`src/rtl/obb_sat_check.sv`:
```
// Oriented-bounding-box overlap test using the separating axis theorem.
// All arithmetic runs through one shared signed multiplier and two 32-bit
// accumulators. The relative rotation (c, s) is computed first, then the
// four candidate axes are tested in order until one separates the boxes.
module obb_sat_check #(
    parameter int unsigned CW = 10
) (
    input  logic                 Clk,
    input  logic                 reset_n,
    input  logic                 start,
    input  logic signed [CW-1:0] a_cx,
    input  logic signed [CW-1:0] a_cy,
    input  logic signed [CW-1:0] b_cx,
    input  logic signed [CW-1:0] b_cy,
    input  logic signed [7:0]    a_ux,
    input  logic signed [7:0]    a_uy,
    input  logic signed [7:0]    b_ux,
    input  logic signed [7:0]    b_uy,
    input  logic signed [7:0]    a_hw,
    input  logic signed [7:0]    a_hh,
    input  logic signed [7:0]    b_hw,
    input  logic signed [7:0]    b_hh,
    output logic                 busy,
    output logic                 done,
    output logic                 hit,
    output logic [1:0]           sep_axis
);

    localparam int unsigned AW  = 12;  // multiplier operand A width
    localparam int unsigned BW  = 18;  // multiplier operand B width
    localparam int unsigned PW  = AW + BW;
    localparam int unsigned ACW = 32;  // accumulator width
    localparam int unsigned TW  = 17;  // Q2.12 rotation term width
    localparam int unsigned EW  = 7;   // clamped extent width
    localparam int unsigned DW  = CW + 1;

    typedef enum logic [1:0] {
        S_IDLE,
        S_ROT,
        S_AX,
        S_DONE
    } state_t;

    state_t state;
    logic [2:0] cnt;
    logic [1:0] axis;

    logic signed [DW-1:0]  dx;
    logic signed [DW-1:0]  dy;
    logic signed [7:0]     ua_x;
    logic signed [7:0]     ua_y;
    logic signed [7:0]     ub_x;
    logic signed [7:0]     ub_y;
    logic [EW-1:0]         hw_a;
    logic [EW-1:0]         hh_a;
    logic [EW-1:0]         hw_b;
    logic [EW-1:0]         hh_b;
    logic signed [TW-1:0]  c_r;
    logic signed [TW-1:0]  s_r;
    logic signed [ACW-1:0] acc_d;
    logic signed [ACW-1:0] acc_r;

    logic signed [AW-1:0]  mul_a;
    logic signed [BW-1:0]  mul_b;
    logic signed [PW-1:0]  prod;
    logic signed [ACW-1:0] prod_ext;
    logic signed [BW-1:0]  c_abs;
    logic signed [BW-1:0]  s_abs;
    logic signed [7:0]     u0_sel;
    logic signed [7:0]     u1_sel;
    logic [EW-1:0]         prim;
    logic [EW-1:0]         oth_hw;
    logic [EW-1:0]         oth_hh;
    logic signed [ACW-1:0] prim_sh;
    logic signed [ACW-1:0] abs_d;
    logic signed [ACW-1:0] dn;
    logic                  separated;

    // Negative extents are treated as empty.
    function automatic logic [EW-1:0] clamp_ext(input logic signed [7:0] e);
        return e[7] ? EW'(0) : e[EW-1:0];
    endfunction

    // Operand selection for the shared multiplier and the axis compare.
    always_comb begin
        mul_a   = '0;
        mul_b   = '0;
        c_abs   = c_r[TW-1] ? -BW'(c_r) : BW'(c_r);
        s_abs   = s_r[TW-1] ? -BW'(s_r) : BW'(s_r);
        oth_hw  = axis[1] ? hw_a : hw_b;
        oth_hh  = axis[1] ? hh_a : hh_b;
        u0_sel  = ua_x;
        u1_sel  = ua_y;
        prim    = hw_a;
        case (axis)
            2'd0: begin u0_sel = ua_x; u1_sel = ua_y; prim = hw_a; end
            2'd1: begin u0_sel = ua_y; u1_sel = ua_x; prim = hh_a; end
            2'd2: begin u0_sel = ub_x; u1_sel = ub_y; prim = hw_b; end
            default: begin u0_sel = ub_y; u1_sel = ub_x; prim = hh_b; end
        endcase
        case (state)
            S_ROT: begin
                case (cnt)
                    3'd0: begin mul_a = AW'(ua_x); mul_b = BW'(ub_x); end
                    3'd1: begin mul_a = AW'(ua_y); mul_b = BW'(ub_y); end
                    3'd2: begin mul_a = AW'(ua_x); mul_b = BW'(ub_y); end
                    3'd3: begin mul_a = AW'(ua_y); mul_b = BW'(ub_x); end
                    default: ;
                endcase
            end
            S_AX: begin
                case (cnt)
                    3'd0: begin mul_a = AW'(dx); mul_b = BW'(u0_sel); end
                    3'd1: begin mul_a = AW'(dy); mul_b = BW'(u1_sel); end
                    3'd2: begin
                        mul_a = $signed(AW'(oth_hw));
                        mul_b = axis[0] ? s_abs : c_abs;
                    end
                    3'd3: begin
                        mul_a = $signed(AW'(oth_hh));
                        mul_b = axis[0] ? c_abs : s_abs;
                    end
                    default: ;
                endcase
            end
            default: ;
        endcase
        prod      = PW'(mul_a) * PW'(mul_b);
        prod_ext  = ACW'(prod);
        prim_sh   = $signed(ACW'(prim)) <<< 12;
        abs_d     = acc_d[ACW-1] ? -acc_d : acc_d;
        dn        = abs_d <<< 6;
        separated = dn > acc_r;
    end

    // Control FSM, input latching, MAC accumulation and result registers.
    always_ff @(posedge Clk or negedge reset_n) begin
        if (!reset_n) begin
            state    <= S_IDLE;
            cnt      <= '0;
            axis     <= '0;
            busy     <= 1'b0;
            done     <= 1'b0;
            hit      <= 1'b0;
            sep_axis <= '0;
            dx       <= '0;
            dy       <= '0;
            ua_x     <= '0;
            ua_y     <= '0;
            ub_x     <= '0;
            ub_y     <= '0;
            hw_a     <= '0;
            hh_a     <= '0;
            hw_b     <= '0;
            hh_b     <= '0;
            c_r      <= '0;
            s_r      <= '0;
            acc_d    <= '0;
            acc_r    <= '0;
        end else begin
            case (state)
                S_IDLE: begin
                    done <= 1'b0;
                    // A start seen during the done cycle is not accepted.
                    if (start && !done) begin
                        dx    <= DW'(b_cx) - DW'(a_cx);
                        dy    <= DW'(b_cy) - DW'(a_cy);
                        ua_x  <= a_ux;
                        ua_y  <= a_uy;
                        ub_x  <= b_ux;
                        ub_y  <= b_uy;
                        hw_a  <= clamp_ext(a_hw);
                        hh_a  <= clamp_ext(a_hh);
                        hw_b  <= clamp_ext(b_hw);
                        hh_b  <= clamp_ext(b_hh);
                        busy  <= 1'b1;
                        cnt   <= '0;
                        state <= S_ROT;
                    end
                end
                S_ROT: begin
                    case (cnt)
                        3'd0: acc_d <= prod_ext;
                        3'd1: c_r   <= TW'(acc_d + prod_ext);
                        3'd2: acc_d <= prod_ext;
                        default: s_r <= TW'(acc_d - prod_ext);
                    endcase
                    if (cnt == 3'd3) begin
                        cnt   <= '0;
                        axis  <= '0;
                        state <= S_AX;
                    end else begin
                        cnt <= cnt + 3'd1;
                    end
                end
                S_AX: begin
                    case (cnt)
                        3'd0: acc_d <= prod_ext;
                        // Secondary axes use v = (-uy, ux); sign is irrelevant under |.|.
                        3'd1: acc_d <= axis[0] ? (acc_d - prod_ext) : (acc_d + prod_ext);
                        3'd2: acc_r <= prim_sh + prod_ext;
                        3'd3: acc_r <= acc_r + prod_ext;
                        default: ;
                    endcase
                    if (cnt == 3'd4) begin
                        cnt <= '0;
                        if (separated) begin
                            hit      <= 1'b0;
                            sep_axis <= axis;
                            state    <= S_DONE;
                        end else if (axis == 2'd3) begin
                            hit      <= 1'b1;
                            sep_axis <= '0;
                            state    <= S_DONE;
                        end else begin
                            axis <= axis + 2'd1;
                        end
                    end else begin
                        cnt <= cnt + 3'd1;
                    end
                end
                S_DONE: begin
                    done  <= 1'b1;
                    busy  <= 1'b0;
                    state <= S_IDLE;
                end
                default: state <= S_IDLE;
            endcase
        end
    end

endmodule

```
`config.mk`:
```
export PLATFORM = sky130hd
export DESIGN_NAME = obb_sat_check
export DESIGN_NICKNAME = d
export VERILOG_FILES = /design/src/rtl/obb_sat_check.sv
export SDC_FILE = /design/constraint.sdc
export NUM_CORES = 1
export LEC_CHECK = 0
export CORE_MARGIN = 4
export CORE_UTILIZATION = 45
export CTS_CLUSTER_DIAMETER = 30
export DETAILED_ROUTE_END_ITERATION = 6
export HOLD_SLACK_MARGIN = 0.02
export PLACE_DENSITY_LB_ADDON = 0.15
export SETUP_SLACK_MARGIN = 0.15
export SYNTH_ARGS = -nofsm -noshare
export SYNTH_HDL_FRONTEND = slang
export SYNTH_SLANG_ARGS = --single-unit
```
`constraint.sdc`:
```
create_clock -name Clk -period 20 [get_ports Clk]
set_clock_uncertainty 0.15 [all_clocks]
set_input_delay 3 -clock Clk [delete_from_list [all_inputs] [get_ports Clk]]
set_output_delay 3 -clock Clk [all_outputs]
set_load 0.01 [all_outputs]
```
### Word level (Yosys, flattened, before mapping)

Index checks and enable logic that the tools add are counted.
W data, S select, Z words.

| cells by class | value |
|---|---|
| add/sub/neg operators | 11 |
| $mul | 1 |
| magnitude comparators | 1 |
| eq/ne operators | 18 |
| muxes and demuxes | 47 |
| bitwise logic cells | 1 |
| reduce and logical (&&, ||, !) cells | 25 |

Operators by type and width:

| operator | count |
|---|---|
| $pmux W32 S2 | 3 |
| $mux W18 | 4 |
| $pmux W18 S2 | 2 |
| $pmux W18 S4 | 1 |
| $add A32 B30 Y32 | 2 |
| $mux W32 | 2 |
| $pmux W12 S2 | 2 |
| $pmux W12 S4 | 1 |
| $pmux W8 S3 | 2 |
| $mux W7 | 6 |
| $neg A17 Y18 | 2 |
| $gt A32 B32 Y1 | 1 |
| $sub A32 B30 Y32 | 1 |
| $add A20 B30 Y31 | 1 |
| $mul A12 B18 Y30 | 1 |
| $mux W26 | 1 |
| $neg A26 Y26 | 1 |
| $mux W2 | 11 |
| $sub A10 B10 Y11 | 2 |
| $pmux W7 S3 | 1 |
| $ne A2 B2 Y1 const B | 6 |
| $reduce_and A2 Y1 | 6 |
| $mux W3 | 3 |
| $pmux W3 S3 | 1 |
| other kinds (25) | 41 |

| word-level totals | value |
|---|---|
| register bits after elaboration | 192 |
| input bits | 107 |

### Depth between registers and ports, before layout

| depth | value |
|---|---|
| word-level depth | 10 |
| gate-level depth with buffers | 43 |
| gate-level depth less buffers | 41 |

### Least setup slack after synthesis

Ideal clock, no wire load.

| timing | value |
|---|---|
| path kind | reg2reg |
| start point | reg axis[0] |
| end point | reg acc_d[31] |
| data arrival time | 9.356 ns |
| data required time | 19.718 ns |
| setup slack | 10.362 ns |
| cell stages (with the launch flop) | 37 |
| path through | dfrtp_1 inv_2 buf_1 ha_1 clkbuf_1 clkbuf_1 a222oi_1 o21ai_0 a221oi_1 o21ai_0 clkbuf_1 nand2_1 fa_1 inv_1 fa_1 fa_1 fa_1 inv_1 fa_1 inv_1 ha_1 o21ai_0 or2b_2 a31oi_1 a22oi_1 xnor2_1 inv_1 ha_1 or2_1 or4_1 or3_1 o22a_1 a311o_1 a211oi_1 nor3_1 o21ai_0 nand4_1 |

| on the way | value |
|---|---|
| cells in the longest elaborated chain, start to end | 9 |

Ends and longest elaborated chain:

| item | line | source |
|---|---|---|
| start, declared | 46 | `logic [1:0] axis;` |
| start signal, assigned | 216 | `axis <= axis + 2'd1;` |
| $eq A2 B2 Y1, or another cell as far along | 95 | `case (axis)` |
| $pmux W8 S3 | 95 |  |
| $pmux W18 S4 | 112 | `case (cnt)` |
| $pmux W18 S2 | 101 | `case (state)` |
| $mul A12 B18 Y30 | 128 | `prod = PW'(mul_a) * PW'(mul_b);` |
| $add A32 B30 Y32 / $sub A32 B30 Y32 (equally long branches) | 200 | `3'd1: acc_d <= axis[0] ? (acc_d - prod_ext) : (acc_d + prod_ext);` |
| $mux W32 | 200 |  |
| $pmux W32 S2 | 197 | `case (cnt)` |
| $pmux W32 S2 (*) | 161 | `case (state)` |
| end signal, assigned | 183 | `3'd0: acc_d <= prod_ext;` |
| end signal, assigned | 198 | `3'd0: acc_d <= prod_ext;` |
| end signal, assigned | 200 |  |
| end, declared | 60 | `logic signed [ACW-1:0] acc_d;` |

Mark *: on every way between the ends. The rest lies on a longest branch, timed or not. The select of a mux whose other input is x is not followed.
A chain may end at the register's enable or synchronous reset.

### Worst setup path in the final report

Same ends and word-level chain as after synthesis.

==> flow_summary.json <==
{
  "holdBufCountCts": 0,
  "grt_max_degree": 105,
  "vias": 22100,
  "final_antenna_net_count": 0,
  "yosysWarnings": 0,
  "synth_top_area_share": 0.191,
  "fmax_ghz": 0.0812,
  "die_width_um": 244,
  "cts_resized": 0,
  "dp_hpwl_um": 64500,
  "seq_area_frac_synth": 0.191,
  "setup.worst_path.start_class": "flip-flop",
  "tightest_slew_ps": 1430,
  "required_ps": 20220,
  "htreeDepth": 4,
  "slew_headroom": 0.0425,
  "clock_latency_ps": 500,
  "root_buffer": "clkbuf_16",
  "violations": "DRC",
  "drtIter0Drc": 1975,
  "fin_crit_ps": 12310,
  "portBuffers": 111,
  "gr-total-overflow": 0,
  "ys_dominant_reg_cell": "dfrtp_1",
  "drc_errors": 3,
  "drt_first_pass_iters": 7,
  "layout-drive-gt1-share": 0.0503,
  "slowest_delay_ps": 910,
  "mostFrequentLayoutCell": "inv_1",
  "numCtsBuffers": 17,
  "synthCells": 3020,
  "worst-setup-path-type": "reg -> reg",
  "fin_nets": 3586,
  "startpoint": "axis[0]",
  "wl_per_cell_um": 21.0,
  "synth_nets": 3558,
  "grt_pass1_vias": 22100,
  "routed_wirelength_um": 80000,
  "synth_edf_count": 0,
  "hold_path_class": "reg -> reg",
  "cts.sinks": 192,
  "clkSlewWorstSetupHoldPaths_ps": 80,
  "cp-end-kind": "flip-flop",
  "via_per_inst": 5.80,
  "dp_slack_ps": 7980,
  "setup_viol": 0,
  "routabilityCongestion": 0.952,
  "drv_slew": 0,
  "grt_pass1_wl_um": 126000,
  "hp-start": "dx[9]",
  "fin_ws_ps": 7690,
  "cts_tree": "done",
  "area_delta_synth_final_pct": 9.61,
  "fin_crit_sh": 0.615,
  "syn-cell-area_sq_mm": 0.0251,
  "initial_core_util": 0.455,
  "antenna_found_initial": 2,
  "nFillCells": 5321,
  "r2r_start": "axis[0]",
  "clk_path_buf_depth": 2,
  "synth_seq_cells": 192,
  "avgSynthCellArea_sq_um": 8.32,
  "cap_violations": 0,
  "cp_common_cell": "fa_1",
  "async_flop_share": 1.00,
  "fin_tns_setup_ps": 0,
  "crit_fanout": 33,
  "rsz0062_at_grt": "false",
  "yosys.area.top_type": "dfrtp_1",
  "pin_count": 112,
  "die_h_um": 244,
  "die_area_sq_mm": 0.0597,
  "layout_common_cells": "inv_1 (376), nand2_1 (337), o21ai_0 (253), ha_1 (226), fa_1 (204)",
  "synth_area_leaders": "dfrtp_1 (19%), fa_1 (16%), ha_1 (11%)",
  "cp.arrival_ps": 12530,
  "synth.distinct_cells": 98,
  "hold_viol": 0,
  "row_count": 86,
  "core_area_sq_mm": 0.0552,
  "post_cts.repair.setup_buffers": 0,
  "status": "complete, but fails checks",
  "grtUsageTotal": 0.268,
  "cp_slowest_cell": "a22oi_1"
}
[flip-flops by register name, summed over array words and instances, names as in the netlist, 11 cells and up]
register / cells
dx: 11
s_r: 17
acc_d: 32
c_r: 17
acc_r: 32
dy: 11
[synth_stat cells (6+ instances only)]
cell	count
nand4_1	20
inv_1	376
clkbuf_1	126
mux2i_1	28
xnor2_1	131
o41ai_1	10
or2_2	13
o31ai_1	21
nand2_1	337
a221oi_1	16
nor2b_1	38
xor2_1	40
o21bai_1	23
a21o_1	70
o22ai_1	6
nor3_1	46
buf_1	6
ha_1	227
or4_1	14
a31oi_1	17
a22oi_1	24
a21oi_1	163
and3_1	9
dfrtp_1	192
nand2b_1	77
mux2_2	40
nor2_1	193
o221ai_1	16
or3_1	15
fa_1	204
nand3_1	24
nor4_1	8
a222oi_1	31
o21ai_0	255
o211ai_1	16
o21ai_1	9
o21a_1	20
and2_1	22
a211oi_1	27
a22o_1	20
[worst paths after layout]
check	end	slack (ps)	cells past startpoint
worst max register to register	acc_d[31]	7690	33
worst min-delay path	dx[9]	340	2
min in group asynchronous	dy[9]	2330	1
worst max-delay path	acc_d[31]	7690	33
worst min register to register	dx[9]	340	2
max in group asynchronous	acc_r[10]	15970	2
[cell families (layout without fill, tap and decap cells)]
| kind of cell | after synthesis | in the layout | share of synthesized area |
|---|---|---|---|
| other | 0 | 2 | 0 |
| AOI/OAI and AO/OA | 803 | 803 | 0.209 |
| DFF | 192 | 192 | 0.191 |
| buffers and inverters | 518 | 559 | 0.0781 |
| xor gates and xnor gates | 173 | 173 | 0.0618 |
| adders and majority gates | 431 | 431 | 0.276 |
| and+or+nand+nor | 835 | 835 | 0.155 |
| muxes | 68 | 68 | 0.0291 |
[final cells by class]
class / instances / area [sq um] / area share
tap: 748 / 936 / 0.0340
multi-input combinational: 2310 / 18400 / 0.667
inverter: 380 / 1430 / 0.0518
clock buffer: 18 / 439 / 0.0159
sequential: 192 / 4810 / 0.175
antenna: 2 / 5.00 / 0.000182
timing repair buffer: 147 / 1390 / 0.0503
clock inverter: 14 / 163 / 0.00591
[worst max-delay path: cells and delay by family (launching register included)]
| family | cells | cell delay (ps) |
|---|---|---|
| flops | 1 | 590 |
| fa+ha+maj | 8 | 3960 |
| compound gates | 15 | 5810 |
| simple gates | 6 | 990 |
| buf+inv | 4 | 670 |
[per-stage QoR]
stage,instances,utilization,instance area [sq um],hold slack (ps)
floorplan,3020,-,25100,297
global placement,3776,0.488,26900,315
detailed placement,3776,0.488,26900,320
CTS,3808,0.499,27500,338
global route,3810,0.499,27500,368
finish,3811,0.499,27500,337
[metal layers]
layer | up-vias | wire, um | share of wire | global-route usage
met2 | 744 | 37200 | 0.47 | 0.433
met5 | - | 0 | 0 | 0
met1 | 10900 | 36500 | 0.46 | 0.381
met4 | 0 | 1850 | 0.023 | 0.0719
met3 | 95 | 4400 | 0.055 | 0.0348
li1 | 10300 | - | - | -
Power is left out: the tool's default activity adds up to more than one toggle a clock period on the data nets, which glitch-free logic cannot reach.
